## config.mk

```make
export PLATFORM = sky130hd
export DESIGN_NAME = key_debouncer
export DESIGN_NICKNAME = d
export VERILOG_FILES = /design/src/rtl/key_debouncer.sv
export SDC_FILE = /design/constraint.sdc
export NUM_CORES = 1
export LEC_CHECK = 0
export BUFFER_PORTS_ARGS = -buffer_cell sky130_fd_sc_hd__buf_2
export CORE_ASPECT_RATIO = 1.2
export CORE_UTILIZATION = 55
export CTS_CLUSTER_DIAMETER = 150
export CTS_CLUSTER_SIZE = 25
export DETAILED_ROUTE_END_ITERATION = 7
export PLACE_DENSITY = 0.82
export SYNTH_ARGS = -nofsm -noshare
export SYNTH_HDL_FRONTEND = slang
export SYNTH_SLANG_ARGS = --single-unit
```

## constraint.sdc

```tcl
create_clock -name clk -period 3.4 [get_ports clk]
set_input_delay 0.51 -clock clk [delete_from_list [all_inputs] [get_ports clk]]
set_output_delay 0.51 -clock clk [all_outputs]
set_load 0.02 [all_outputs]
```

## src/rtl/key_debouncer.sv

```systemverilog
// Purpose : debounce N active-low async push-buttons into clean levels plus press/release pulses.
// Latency : raw edge sampled at clock k -> pressed/pulse registered after edge k+TICKS+1.
// Backpressure: none; pulses are single-cycle strobes that consumers must catch when they fire.
// Optional feature: define KEY_REPEAT_EN to add auto-repeat press pulses while a key is held.
module key_debouncer #(
    parameter int F            = 50_000_000,
    parameter int N            = 2,
    parameter int MS           = 10,
    parameter int REPEAT_DELAY = 500,
    parameter int REPEAT_MS    = 100
) (
    input  logic         clk,
    input  logic         rst,
    input  logic [N-1:0] key,
    output logic [N-1:0] pressed,
    output logic [N-1:0] press_pulse,
    output logic [N-1:0] release_pulse
);

    // F/1000 first keeps the products inside 32 bits for realistic clock rates.
    localparam int TICKS   = F / 1000 * MS;
    localparam int CW      = $clog2(TICKS + 1);
    localparam int RPT_DLY = F / 1000 * REPEAT_DELAY;
    localparam int RPT_PER = F / 1000 * REPEAT_MS;

    // The repeat counter reloads to RPT_DLY-RPT_PER, so the first delay may not be shorter
    // than the period; a nonsensical configuration yields an inert block.
    localparam bit CFG_OK  = (TICKS >= 1) && (RPT_PER >= 1) && (RPT_DLY >= RPT_PER);

    generate
        if (CFG_OK) begin : g_cfg_ok
            for (genvar i = 0; i < N; i++) begin : g_key
                logic          sync1_q, sync1_d;
                logic          sync2_q, sync2_d;
                logic          pressed_q, pressed_d;
                logic          press_q, press_d;
                logic          release_q, release_d;
                logic [CW-1:0] cnt_q, cnt_d;
                logic          s;
`ifdef KEY_REPEAT_EN
                localparam int RW = $clog2(RPT_DLY + 1);
                logic [RW-1:0] rcnt_q, rcnt_d;
`endif

                // Next-state: synchronizer shift, stability count, level update and pulses.
                always_comb begin
                    sync1_d   = key[i];
                    sync2_d   = sync1_q;
                    s         = ~sync2_q;
                    pressed_d = pressed_q;
                    press_d   = 1'b0;
                    release_d = 1'b0;
                    cnt_d     = '0;
                    // Any cycle agreeing with the current level leaves cnt at 0 (glitch reject).
                    if (s != pressed_q) begin
                        if (cnt_q == CW'(TICKS - 1)) begin
                            pressed_d = s;
                            press_d   = s;
                            release_d = ~s;
                        end else begin
                            cnt_d = cnt_q + 1'b1;
                        end
                    end
`ifdef KEY_REPEAT_EN
                    // Repeat timer runs only while held and not being released this cycle;
                    // the press event itself sees pressed_q=0 and therefore clears it.
                    rcnt_d = '0;
                    if (pressed_q && pressed_d) begin
                        if (rcnt_q == RW'(RPT_DLY - 1)) begin
                            press_d = 1'b1;
                            rcnt_d  = RW'(RPT_DLY - RPT_PER);
                        end else begin
                            rcnt_d = rcnt_q + 1'b1;
                        end
                    end
`else
                    // Without auto-repeat, press_pulse comes only from the debounce event.
`endif
                end

                // State registers; sync flops reset to the released (high) pin level.
                always_ff @(posedge clk or negedge rst) begin
                    if (!rst) begin
                        sync1_q   <= 1'b1;
                        sync2_q   <= 1'b1;
                        pressed_q <= 1'b0;
                        press_q   <= 1'b0;
                        release_q <= 1'b0;
                        cnt_q     <= '0;
`ifdef KEY_REPEAT_EN
                        rcnt_q    <= '0;
`endif
                    end else begin
                        sync1_q   <= sync1_d;
                        sync2_q   <= sync2_d;
                        pressed_q <= pressed_d;
                        press_q   <= press_d;
                        release_q <= release_d;
                        cnt_q     <= cnt_d;
`ifdef KEY_REPEAT_EN
                        rcnt_q    <= rcnt_d;
`endif
                    end
                end

                assign pressed[i]       = pressed_q;
                assign press_pulse[i]   = press_q;
                assign release_pulse[i] = release_q;
            end
        end else begin : g_cfg_bad
            assign pressed       = '0;
            assign press_pulse   = '0;
            assign release_pulse = '0;
        end
    endgenerate

endmodule
```

# Word-level counts from Yosys, hierarchy flattened

Cells that the tools add are included.

Multiplexer cells: 12
Bitwise operators: 2
Equal/unequal tests: 4
Reductions and logical operators: 2
Add/subtract/negate cells: 2

Operators by type and width:

| cell                                           | count |
|---|---|
| 2-to-1 mux 19 bit                              | 4 |
| adder 19 x 1 -> 19 bit (second input constant) | 2 |
| equality test 19 bit (second input constant)   | 2 |
| 2-to-1 mux 1 bit                               | 8 |
| AND reduction 2 bit                            | 2 |
| inequality test 1 bit                          | 2 |
| inverter 1 bit                                 | 2 |

Input port bits: 4
Logic and storage cells: 34
Register bits: 48

# Longest topological paths before layout

Depth after elaboration: 3
Gate-level depth with buffers: 6
Mapped depth without buffers: 5

# Worst setup path after synthesis

Ideal clock, no wire load.

Path type: flip-flop to flip-flop
Start point: register g_cfg_ok.g_key[1].cnt_q[0]
End point: register g_cfg_ok.g_key[1].cnt_q[10]
Period minus slack after synthesis: 1.865 ns
Data arrival time: 1.746 ns
Setup time: 0.119 ns
Path slack: 1.535 ns
Cell stages (with the launch flop): 7
Data required time: 3.281 ns
Path through: dfrtp_1 > ha_1 > nand4_4 > or3_4 > o31ai_4 > buf_6 > nor2_1

Longest elaborated chain between the ends: 3
Elaborated cells between the ends (all ways): 4
Classes of those cells: add/sub: 1; eq/ne: 1; mux: 2

Ends and longest elaborated chain:

| item                                                           | RTL line | RTL |
|---|---|---|
| start: declaration                                             | 38       | `logic [CW-1:0] cnt_q, cnt_d;` |
| start signal: assignment                                       | 99       | `cnt_q <= cnt_d;` |
| adder 19 x 1 -> 19 bit or equality test 19 bit (tied branches) | 61, 56   |  |
| 2-to-1 mux 19 bit *                                            | 56       | `if (cnt_q == CW'(TICKS - 1)) begin` |
| 2-to-1 mux 19 bit *                                            | 55       | `if (s != pressed_q) begin` |
| net g_cfg_ok.g_key[1].cnt_d[10]                                | 38       |  |

The timed path passes the listed nets; every way through them passes the cells marked *.
A chain may end at the register's enable or synchronous reset.

# Final worst setup path

Start point: register g_cfg_ok.g_key[1].cnt_q[0]
End point: register g_cfg_ok.g_key[1].cnt_q[15]

Same word-level chain as after synthesis.

==> results_dict.tcl <==
set metrics [dict create \
    worst_slack_ps 1180 \
    grt-ovfl-total 0 \
    htree_levels 2 \
    critPathCapture "g_cfg_ok.g_key[1].cnt_q[15]$_DFF_PN0_" \
    maxCapViolCount 0 \
    grt.total_usage_pct 19.8 \
    maxSlewViolCount 0 \
    num-nets-final 242 \
    crit_arrival_ps 2360 \
    worstMarginPinSlew_ps 1020 \
    dr.pass1.iters 4 \
    worstSetupPathType "flip-flop to flip-flop" \
    required_ps 3540 \
    ir_drop_mv 0.329 \
    synth_edf_count 0 \
    grt_pass1_vias 1566 \
    cts.sinks 48 \
    dp_cells 283 \
    core-area_sq_um 4000 \
    r2r_start "g_cfg_ok.g_key[1].cnt_q[0]$_DFF_PN0_" \
    cts_buffer_depth 2 \
    final.period_utilization_pct 65.2 \
    outcome "finished, final reports clean" \
    die_x_um 61.5 \
    dieHeight_um 73.5 \
    synth_top_area_share_pct 47.1 \
    end_kind "flip-flop" \
    postCtsResizedCells 0 \
    skew_ps 11.1 \
    drc 0 \
    final_util_pct 63.1 \
    via_per_inst 5.67 \
    post_drt_wl_per_cell_um 13.9 \
    syn_area_sq_um 2340 \
    post_cts_buffers 0 \
    power_leakage_nw 0.998 \
    portBuffers 9 \
    ys_seq_elements 48 \
    place_ws_ps 1170 \
    drive_gt1_share_pct 13.5 \
    grt_pass1_wl_um 6620 \
    seq_area_frac_synth_pct 51.6 \
    mostFrequentLayoutCells "dfrtp_1, nor2_1, xnor2_1" \
    cts_tree "built" \
    syn-instance-count 228 \
    routabilityCongestion 0.847 \
    finalInstanceArea_sq_um 2530 \
    mostFrequentLayoutCell "dfrtp_1" \
    hpwl_um 2780 \
    ant_nets 0 \
    ys.flop_type "dfrtp_1" \
    cp-start-kind "flip-flop" \
    grt_start_max_net_pins 49 \
    hold_viol_final 0 \
    yosys_warnings 0 \
    floorplan.initialDensity_pct 58.4 \
    grt_antenna_before_repair 0 \
    yosysUniqueCellTypes 34 \
    fin_crit_ps 2220 \
    rows 25 \
    io_pins 10 \
    clk_pin_slew_ps 100 \
    crit_path_max_fanout 18 \
    cts_hold_buf 0 \
    rrSetupSlack_ps 1180 \
    synthTopCellsByArea "dfrtp_1, xnor2_1, nor2_1, dfstp_2, nand3_1" \
    p_per_area_nw_per_um2 440 \
    yosys.area.top_type "dfrtp_1" \
    setup_viol 0 \
    fin_hold_ws_ps 294 \
    clockRootBuffer "clkbuf_8" \
    dr.first_iter.drc_count 106 \
    fmax_ghz 0.451 \
    cp-startpoint "g_cfg_ok.g_key[1].cnt_q[0]$_DFF_PN0_" \
    antenna_cells 0 \
    dieArea_sq_um 4520 \
    synth_fp_nets 234 \
    rsz0062_at_grt "false" \
    routed_wl_um 4050 \
    p_total_mw 1.11 \
    cts-buffers-inserted 5 \
    slew_headroom_pct 32.2 \
    setup_tns_ps 0 \
    place_area_sq_um 2390 \
    hold_class "primary input to flip-flop" \
    synthArstFlopShare_pct 100 \
    rr_worst_depth 5 \
    area_growth_pct 7.97 \
    vias 1651 \
    clkLatencyLatePin_ps 300 \
    syn_avg_cell_area_sq_um 10.3 \
    worstReg2RegEnd "g_cfg_ok.g_key[1].cnt_q[15]$_DFF_PN0_" \
    final_cells 291 \
]
[sequential cells by signal, summed over array words and instances (netlist names)]
| name | cells |
|---|---|
| g_cfg_ok.g_key.sync2_q | 2 |
| g_cfg_ok.g_key.pressed_q | 2 |
| g_cfg_ok.g_key.press_q | 2 |
| g_cfg_ok.g_key.sync1_q | 2 |
| g_cfg_ok.g_key.cnt_q | 38 |
| g_cfg_ok.g_key.release_q | 2 |
[synthesized netlist by cell type, types with 2 or more instances]
master / n
a21oi_1: 6
and2_1: 2
and3_1: 2
buf_4: 7
dfrtp_1: 44
dfstp_2: 4
ha_1: 2
inv_1: 9
mux2i_1: 2
nand2_1: 13
nand3_1: 13
nand4_1: 10
nor2_1: 37
nor3_1: 9
nor3b_1: 2
nor4_1: 8
o21ai_0: 3
o31ai_1: 3
or2_2: 4
or3_1: 4
or3_4: 2
or4_1: 3
xnor2_1: 26
xor2_1: 3
[where the power goes]
| part | switching (mW) | total [mW] | leakage (nW) | internal, mW |
|---|---|---|---|---|
| clock network | 0.192 | 0.488 | 0.0687 | 0.296 |
| logic | 0.0254 | 0.0352 | 0.277 | 0.00973 |
| registers | 0.00881 | 0.589 | 0.652 | 0.581 |
| total | 0.226 | 1.11 | 0.998 | 0.886 |
[worst max-delay path, cell delays in order (launching register included)]
cell,delay [ps]
dfrtp_1,420
ha_1,280
nand4_4,180
or3_4,440
o31ai_4,610
a21oi_1,120
[worst min path at each step]
| stage | cells past startpoint | end | start |
|---|---|---|---|
| 2_1_floorplan | 0 | g_cfg_ok.g_key[0].cnt_q[0]$_DFF_PN0_ | rst |
| 3_3_place_gp | 0 | g_cfg_ok.g_key[1].sync2_q$_DFF_PN1_ | g_cfg_ok.g_key[1].sync1_q$_DFF_PN1_ |
| 3_5_place_dp | 0 | g_cfg_ok.g_key[0].sync2_q$_DFF_PN1_ | g_cfg_ok.g_key[0].sync1_q$_DFF_PN1_ |
| 4_1_cts | 1 | g_cfg_ok.g_key[0].sync1_q$_DFF_PN1_ | key[0] |
| 5_1_grt | 1 | g_cfg_ok.g_key[0].sync1_q$_DFF_PN1_ | key[0] |
| 6_report | 1 | g_cfg_ok.g_key[0].sync1_q$_DFF_PN1_ | key[0] |
[cells by family (layout without fill, tap and decap cells)]
family | Yosys count | after routing | synth area share [%]
simple gates | 114 | 114 | 25.8
buf+inv | 17 | 26 | 4.17
fa+ha+maj | 2 | 2 | 1.07
flops | 48 | 48 | 51.6
compound gates | 16 | 16 | 5.72
mux | 2 | 2 | 0.856
xor+xnor | 29 | 29 | 10.9
[per-layer routing]
layer	share of wire, %	global-route usage (%)
met5	0	0
met1	42	23.5
met2	55	33.6
met4	1.1	7.65
met3	2.4	5.46
[layout make-up]
class,count,area (sq um)
fillers,334,1480
inverters,9,33.8
clock inverters,3,68.8
multi-input cells,163,1040
clock buffers,5,68.8
repair buffers,9,45.0
flip-flops and latches,48,1210
well taps,54,67.6
(Power assumes the default switching activity.)
